--- src/rtl/pipe_seq_if.sv ---
// Bundle of the sequencer's stage, hazard, halt and counter signals.
// The core side drives the fetch/hazard/halt inputs; the sequencer drives the rest.
interface pipe_seq_if #(
    parameter int unsigned CNT_W = 32
);
    logic [31:0]      instr_f;
    logic             stall_in;
    logic             br_taken_x;
    logic             halt_req;
    logic             go;

    logic [31:0]      instr_d;
    logic [31:0]      instr_x;
    logic [31:0]      instr_m;
    logic [31:0]      instr_w;
    logic             pc_en;
    logic             halted;
    logic [CNT_W-1:0] cycle_cnt;
    logic [CNT_W-1:0] stall_cnt;
    logic [CNT_W-1:0] flush_cnt;
    logic [CNT_W-1:0] retire_cnt;

    // Core side: supplies fetched instruction and control requests.
    modport master (
        output instr_f, stall_in, br_taken_x, halt_req, go,
        input  instr_d, instr_x, instr_m, instr_w, pc_en, halted,
        input  cycle_cnt, stall_cnt, flush_cnt, retire_cnt
    );

    // Sequencer side.
    modport slave (
        input  instr_f, stall_in, br_taken_x, halt_req, go,
        output instr_d, instr_x, instr_m, instr_w, pc_en, halted,
        output cycle_cnt, stall_cnt, flush_cnt, retire_cnt
    );
endinterface

--- src/rtl/pipe_seq_ctrl.sv ---
// Pipeline register sequencer for the 5-stage RV32I core.
// Holds the D/X/M/W instruction registers, applies stall bubbles and branch flushes,
// drives the PC load enable, runs a RUN/DRAIN/HALTED halt machine and keeps
// free-running performance counters.
module pipe_seq_ctrl #(
    parameter logic [31:0] NOP   = 32'h0000_0013,
    parameter int unsigned CNT_W = 32
) (
    input  logic           clk,
    input  logic           reset,
    pipe_seq_if.slave      bus
);

    typedef enum logic [1:0] {
        StRun    = 2'd0,
        StDrain  = 2'd1,
        StHalted = 2'd2
    } state_e;

    // Per-cycle pipeline action, resolved from state and hazard inputs.
    typedef enum logic [1:0] {
        ActAdvance = 2'd0,
        ActStall   = 2'd1,
        ActFlush   = 2'd2,
        ActHold    = 2'd3
    } action_e;

    localparam logic [CNT_W-1:0] CntOne = {{(CNT_W-1){1'b0}}, 1'b1};

    state_e           state_q, state_d;
    action_e          action;
    logic             pc_en;
    logic             load_fetch;
    logic             halted_q;

    logic [31:0]      instr_d_q, instr_x_q, instr_m_q, instr_w_q;
    logic [CNT_W-1:0] cycle_cnt_q, stall_cnt_q, flush_cnt_q, retire_cnt_q;

    logic             upper_empty;

    // D, X and M all hold bubbles: only W can still be retiring.
    assign upper_empty = (instr_d_q == NOP) && (instr_x_q == NOP) && (instr_m_q == NOP);

    // State register; halted is registered alongside so it is not a comb output.
    always_ff @(posedge clk) begin
        if (reset) begin
            state_q  <= StRun;
            halted_q <= 1'b0;
        end else begin
            state_q  <= state_d;
            halted_q <= (state_d == StHalted);
        end
    end

    // Next-state logic for the halt/drain machine.
    always_comb begin
        state_d = state_q;
        unique case (state_q)
            StRun: begin
                if (bus.halt_req) begin
                    state_d = StDrain;
                end
            end
            StDrain: begin
                if (upper_empty) begin
                    state_d = StHalted;
                end
            end
            StHalted: begin
                if (bus.go) begin
                    state_d = StRun;
                end
            end
            default: state_d = StRun;
        endcase
    end

    // Output decode: pipeline action and PC enable; flush beats stall beats advance.
    always_comb begin
        action     = ActAdvance;
        pc_en      = 1'b0;
        load_fetch = 1'b0;
        unique case (state_q)
            StRun, StDrain: begin
                if (bus.br_taken_x) begin
                    action = ActFlush;
                    pc_en  = 1'b1;  // PC loads the branch target
                end else if (bus.stall_in) begin
                    action = ActStall;
                    pc_en  = 1'b0;
                end else begin
                    action     = ActAdvance;
                    // PC frozen while draining so the dropped fetch is refetched on resume.
                    pc_en      = (state_q == StRun);
                    load_fetch = (state_q == StRun);
                end
            end
            StHalted: begin
                action = ActHold;
                pc_en  = 1'b0;
            end
            default: begin
                action = ActHold;
                pc_en  = 1'b0;
            end
        endcase
    end

    // Stage registers: M and W always shift; D and X depend on the action.
    always_ff @(posedge clk) begin
        if (reset) begin
            instr_d_q <= NOP;
            instr_x_q <= NOP;
            instr_m_q <= NOP;
            instr_w_q <= NOP;
        end else begin
            instr_w_q <= instr_m_q;
            instr_m_q <= instr_x_q;
            unique case (action)
                ActFlush: begin
                    instr_x_q <= NOP;
                    instr_d_q <= NOP;
                end
                ActStall: begin
                    instr_x_q <= NOP;  // bubble into X, D held
                end
                ActAdvance: begin
                    instr_x_q <= instr_d_q;
                    instr_d_q <= load_fetch ? bus.instr_f : NOP;
                end
                default: begin
                    instr_x_q <= instr_d_q;
                    instr_d_q <= NOP;
                end
            endcase
        end
    end

    // Performance counters; wrap naturally at 2^CNT_W.
    always_ff @(posedge clk) begin
        if (reset) begin
            cycle_cnt_q  <= '0;
            stall_cnt_q  <= '0;
            flush_cnt_q  <= '0;
            retire_cnt_q <= '0;
        end else begin
            if (state_q != StHalted) begin
                cycle_cnt_q <= cycle_cnt_q + CntOne;
            end
            if (action == ActStall) begin
                stall_cnt_q <= stall_cnt_q + CntOne;
            end
            if (action == ActFlush) begin
                flush_cnt_q <= flush_cnt_q + CntOne;
            end
            if (instr_w_q != NOP) begin
                retire_cnt_q <= retire_cnt_q + CntOne;
            end
        end
    end

    assign bus.instr_d    = instr_d_q;
    assign bus.instr_x    = instr_x_q;
    assign bus.instr_m    = instr_m_q;
    assign bus.instr_w    = instr_w_q;
    assign bus.pc_en      = pc_en;
    assign bus.halted     = halted_q;
    assign bus.cycle_cnt  = cycle_cnt_q;
    assign bus.stall_cnt  = stall_cnt_q;
    assign bus.flush_cnt  = flush_cnt_q;
    assign bus.retire_cnt = retire_cnt_q;

    // Sanity properties on internal state.
    a_state_legal: assert property (@(posedge clk) disable iff (reset)
        state_q != 2'b11);
    a_halted_no_pc: assert property (@(posedge clk) disable iff (reset)
        (state_q == StHalted) |-> !pc_en);
    a_halted_flag: assert property (@(posedge clk) disable iff (reset)
        halted_q == (state_q == StHalted));

endmodule

--- src/flat_wrapper.sv ---
// flat-port wrapper written by rule: the top's interface ports become plain ports
module pipe_seq_ctrl_flat 
#(
    parameter logic [31:0] NOP   = 32'h0000_0013,
    parameter int unsigned CNT_W = 32
)
  (clk, reset, bus_instr_f, bus_stall_in, bus_br_taken_x, bus_halt_req, bus_go, bus_instr_d, bus_instr_x, bus_instr_m, bus_instr_w, bus_pc_en, bus_halted, bus_cycle_cnt, bus_stall_cnt, bus_flush_cnt, bus_retire_cnt);
  pipe_seq_if #(.CNT_W(CNT_W)) bus_i ();
  input  logic clk;
  input  logic reset;
  input wire logic [$bits(bus_i.instr_f)-1:0] bus_instr_f;
  input wire logic [$bits(bus_i.stall_in)-1:0] bus_stall_in;
  input wire logic [$bits(bus_i.br_taken_x)-1:0] bus_br_taken_x;
  input wire logic [$bits(bus_i.halt_req)-1:0] bus_halt_req;
  input wire logic [$bits(bus_i.go)-1:0] bus_go;
  output wire logic [$bits(bus_i.instr_d)-1:0] bus_instr_d;
  output wire logic [$bits(bus_i.instr_x)-1:0] bus_instr_x;
  output wire logic [$bits(bus_i.instr_m)-1:0] bus_instr_m;
  output wire logic [$bits(bus_i.instr_w)-1:0] bus_instr_w;
  output wire logic [$bits(bus_i.pc_en)-1:0] bus_pc_en;
  output wire logic [$bits(bus_i.halted)-1:0] bus_halted;
  output wire logic [$bits(bus_i.cycle_cnt)-1:0] bus_cycle_cnt;
  output wire logic [$bits(bus_i.stall_cnt)-1:0] bus_stall_cnt;
  output wire logic [$bits(bus_i.flush_cnt)-1:0] bus_flush_cnt;
  output wire logic [$bits(bus_i.retire_cnt)-1:0] bus_retire_cnt;
  assign bus_i.instr_f = bus_instr_f;
  assign bus_i.stall_in = bus_stall_in;
  assign bus_i.br_taken_x = bus_br_taken_x;
  assign bus_i.halt_req = bus_halt_req;
  assign bus_i.go = bus_go;
  assign bus_instr_d = bus_i.instr_d;
  assign bus_instr_x = bus_i.instr_x;
  assign bus_instr_m = bus_i.instr_m;
  assign bus_instr_w = bus_i.instr_w;
  assign bus_pc_en = bus_i.pc_en;
  assign bus_halted = bus_i.halted;
  assign bus_cycle_cnt = bus_i.cycle_cnt;
  assign bus_stall_cnt = bus_i.stall_cnt;
  assign bus_flush_cnt = bus_i.flush_cnt;
  assign bus_retire_cnt = bus_i.retire_cnt;
  pipe_seq_ctrl #(.NOP(NOP), .CNT_W(CNT_W)) u_core (.clk(clk), .reset(reset), .bus(bus_i));
endmodule
--- config.mk ---
export PLATFORM = sky130hd
export DESIGN_NAME = pipe_seq_ctrl_flat
export DESIGN_NICKNAME = d
export VERILOG_FILES = /design/src/rtl/pipe_seq_if.sv /design/src/rtl/pipe_seq_ctrl.sv /design/src/flat_wrapper.sv
export SDC_FILE = /design/constraint.sdc
export NUM_CORES = 1
export LEC_CHECK = 0
export BUFFER_PORTS_ARGS = -buffer_cell sky130_fd_sc_hd__buf_2
export CAP_MARGIN = 40
export CORE_MARGIN = 4
export CORE_UTILIZATION = 55
export CTS_CLUSTER_DIAMETER = 50
export DETAILED_ROUTE_END_ITERATION = 8
export GPL_TIMING_DRIVEN = 0
export HOLD_SLACK_MARGIN = 0.02
export PLACE_DENSITY = 0.84
export REMOVE_ABC_BUFFERS = 1
export SYNTH_ARGS = -nofsm -noshare
export SYNTH_HDL_FRONTEND = slang
export SYNTH_SLANG_ARGS = --single-unit
--- constraint.sdc ---
create_clock -name clk -period 4.1 [get_ports clk]
set_input_delay 0.205 -clock clk [delete_from_list [all_inputs] [get_ports clk]]
set_output_delay 0.205 -clock clk [all_outputs]
set_load 0.01 [all_outputs]
==> flow_summary.ini <==
[cells_and_area]
fin_cells = 1610
fin_util_pct = 73.5
design_area_sq_um = 12800
syn_to_final_growth_pct = 29.2
drive_above_1_share_pct = 27.4
nets = 1405

[routing]
drtPass1Iterations = 5
vias = 9012
totalWireLength_microns = 28700
wl_per_cell_microns = 17.9
drc = 0
dr.first_iter.drc_count = 545
viasPerCell = 5.60
drtAntennaViolNets = 0

[worst_setup_path]
path_class = register to register
worstSetupEndpointType = register
critPathLaunchType = register
cp_slowest_cell = o21ai_1
worstPathArrival_ps = 3260
worstPathCellList = nor4bb_1, nand4_1, o21ai_1, buf_4, nor3_1, o21ba_2
max_stage_delay_ps = 770
cp_max_fo = 17
worstPathRequired_ps = 4520

[timing]
slew_headroom_pct = 40.3
final.setup_skew_ps = 19.4
finalMaxSlewViolations = 0
fmax_ghz = 0.352
layout_min_cycle_time_ps = 2840
grt_setup_unrepaired = no
hold_viol = 0
fin_crit_sh_pct = 69.4
fin_tns_setup_ps = 0
tightestPinTransition_ps = 887
setup_slack_ps = 1260
setup_viol_count_final = 0
whs_ps = 57.4

[job]
drv_cap = 0

[pwr]
swShare_pct = 22.4
finalPower_mw = 5.31
power_density_nw_per_um2 = 413
p_seq_share_pct = 48.5
ir_drop_uv = 392
p_leak_nw = 5.49
power_frac_clock_pct = 47.1
p_int_mw = 4.12
p_switching_mw = 1.19
combPwrFrac_pct = 4.4

[logic_synthesis]
synth_cells = 1054
synthAdderAreaFrac_pct = 0.504
synth-edff-count = 0
synth.largest_area_cell = dfxtp_1
yosys.area_share.simple_pct = 28.5
synth_warnings = 0
yosysMostFrequentCell = dfxtp_1
yosys_register_bits = 259
async_flop_share_pct = 0
yosysSeqAreaShare_pct = 52.2
synth_top_family_by_area = simple AND/OR/NAND/NOR gates
synth_cell_types = 44
syn_avg_cell_area_sq_um = 9.43
synthXorXnorAreaFrac_pct = 8.46
syn_area_sq_um = 9940
synth_area_leaders = dfxtp_1, nor2_1, xnor2_1
ys.flop_type = dfxtp_1
synth_commonest_cells = dfxtp_1, nor2_1, nor2b_1
synth_compound_area_share_pct = 6.95
muxShareOfSynthArea_pct = 0.101
synth_top_area_share_pct = 52.2

[global_routing]
grt_first_pass_wirelength_microns = 45100
grtUsageTotal_pct = 27.1
grt_max_degree = 160
antenna_found_initial = 1
grt_busiest_layer = met2
grt-ovfl-total = 0
grt_pass1_vias = 8574
use_met3_pct = 6.12
met1_usage_pct = 33.4
grt_use_met2_pct = 46.1

[placement]
dp_slack_ps = 1210
placed_area_sq_um = 11600
finalWeightedCongestion = 0.872
dpl.hpwl_microns = 19400
io_buffer_count = 295
place_inst = 1525

[clocking]
post_cts.repair.setup_buffers = 0
cts_buffers = 27
cts_htree_levels = 1
cts-root-buf = clkbuf_16
hold_buffers = 34
ctsResizeCount = 0
clk_pin_slew_worst_paths_ps = 60
clkLatencyLatePin_ps = 540
cts_tree = built
numClockSinks = 259
clockBufferDepth = 3

[floorplan]
fp.coreArea_sq_um = 17500
pin_count = 296
start_util_pct = 56.9
rows = 48
die_y_microns = 142
dieWidth_microns = 142
dieArea_sq_um = 20300

[hold_path]
hold_path.class = primary input to register

[run_status]
outcome = complete, no violations
layout by cell type (no fill, tap or decap), types with 27 or more instances in the layout:
master	n
and2_1	38
clkbuf_16	27
a21oi_1	32
nor2_1	145
nand3_1	31
nand2_1	39
xnor2_1	53
xor2_1	43
a22oi_1	29
nor4_1	40
dfxtp_1	259
dlygate4sd3_1	34
nor2b_1	62
nand4_1	36
buf_2	295
power by group through the flow:
stage          combinational [mW]  clock [mW]  sequential, mW
2_1_floorplan              0.0764           0            2.63
3_3_place_gp                0.185           0            2.63
3_5_place_dp                0.198           0            2.63
4_1_cts                     0.224        2.51            2.57
5_1_grt                     0.253        2.62            2.57
6_report                    0.233        2.50            2.57
sequential cells by signal, summed over array words and instances, names as in the netlist:
signal                 cells
u_core.bus.instr_d        32
u_core.state_q             2
u_core.bus.flush_cnt      32
u_core.bus.cycle_cnt      32
u_core.bus.instr_m        32
u_core.bus.retire_cnt     32
u_core.bus.instr_x        32
u_core.bus.stall_cnt      32
u_core.bus.halted          1
u_core.bus.instr_w        32
layer usage:
metal | wire length (microns) | vias to the layer above
met5 | 0 | -
met4 | 1320 | 0
met3 | 2470 | 92
met2 | 13900 | 421
met1 | 11000 | 4204
li1 | - | 4295
final timing paths:
check	start	to	slack, ps	depth (start not counted)
min	reset	u_core.bus.instr_d[27]	60	2
max	u_core.bus.instr_w[0]	u_core.bus.retire_cnt[12]	1260	6
min reg2reg	u_core.bus.instr_m[1]	u_core.bus.instr_w[1]	460	1
max reg2reg	u_core.bus.instr_w[0]	u_core.bus.retire_cnt[12]	1260	6
critical path, delay by kind of cell (launching register included):
kind	cells	cell delay (ps)
AND/OR/NAND/NOR	3	1150
AO/OA/AOI/OAI	2	960
flip-flops	1	320
buffers and inverters	1	290
area by class of cell:
class | count | area [sq um]
Antenna cell | 1 | 2.50
Clock buffer | 38 | 787
Clock inverter | 12 | 141
Fill cell | 1173 | 4640
Inverter | 19 | 71.3
Multi-Input combinational cell | 717 | 4440
Sequential cell | 259 | 5180
Tap cell | 225 | 282
Timing Repair Buffer | 339 | 1930
logic make-up (layout without fill, tap and decap cells):
family / after synthesis / after routing
compound gates: 109 / 109
xor+xnor: 96 / 96
fa+ha+maj: 4 / 4
buf+inv: 78 / 408
flops: 259 / 259
mux: 1 / 1
other cells: 0 / 1
simple gates: 507 / 507
No activity file was read; power rests on OpenSTA's default activity.
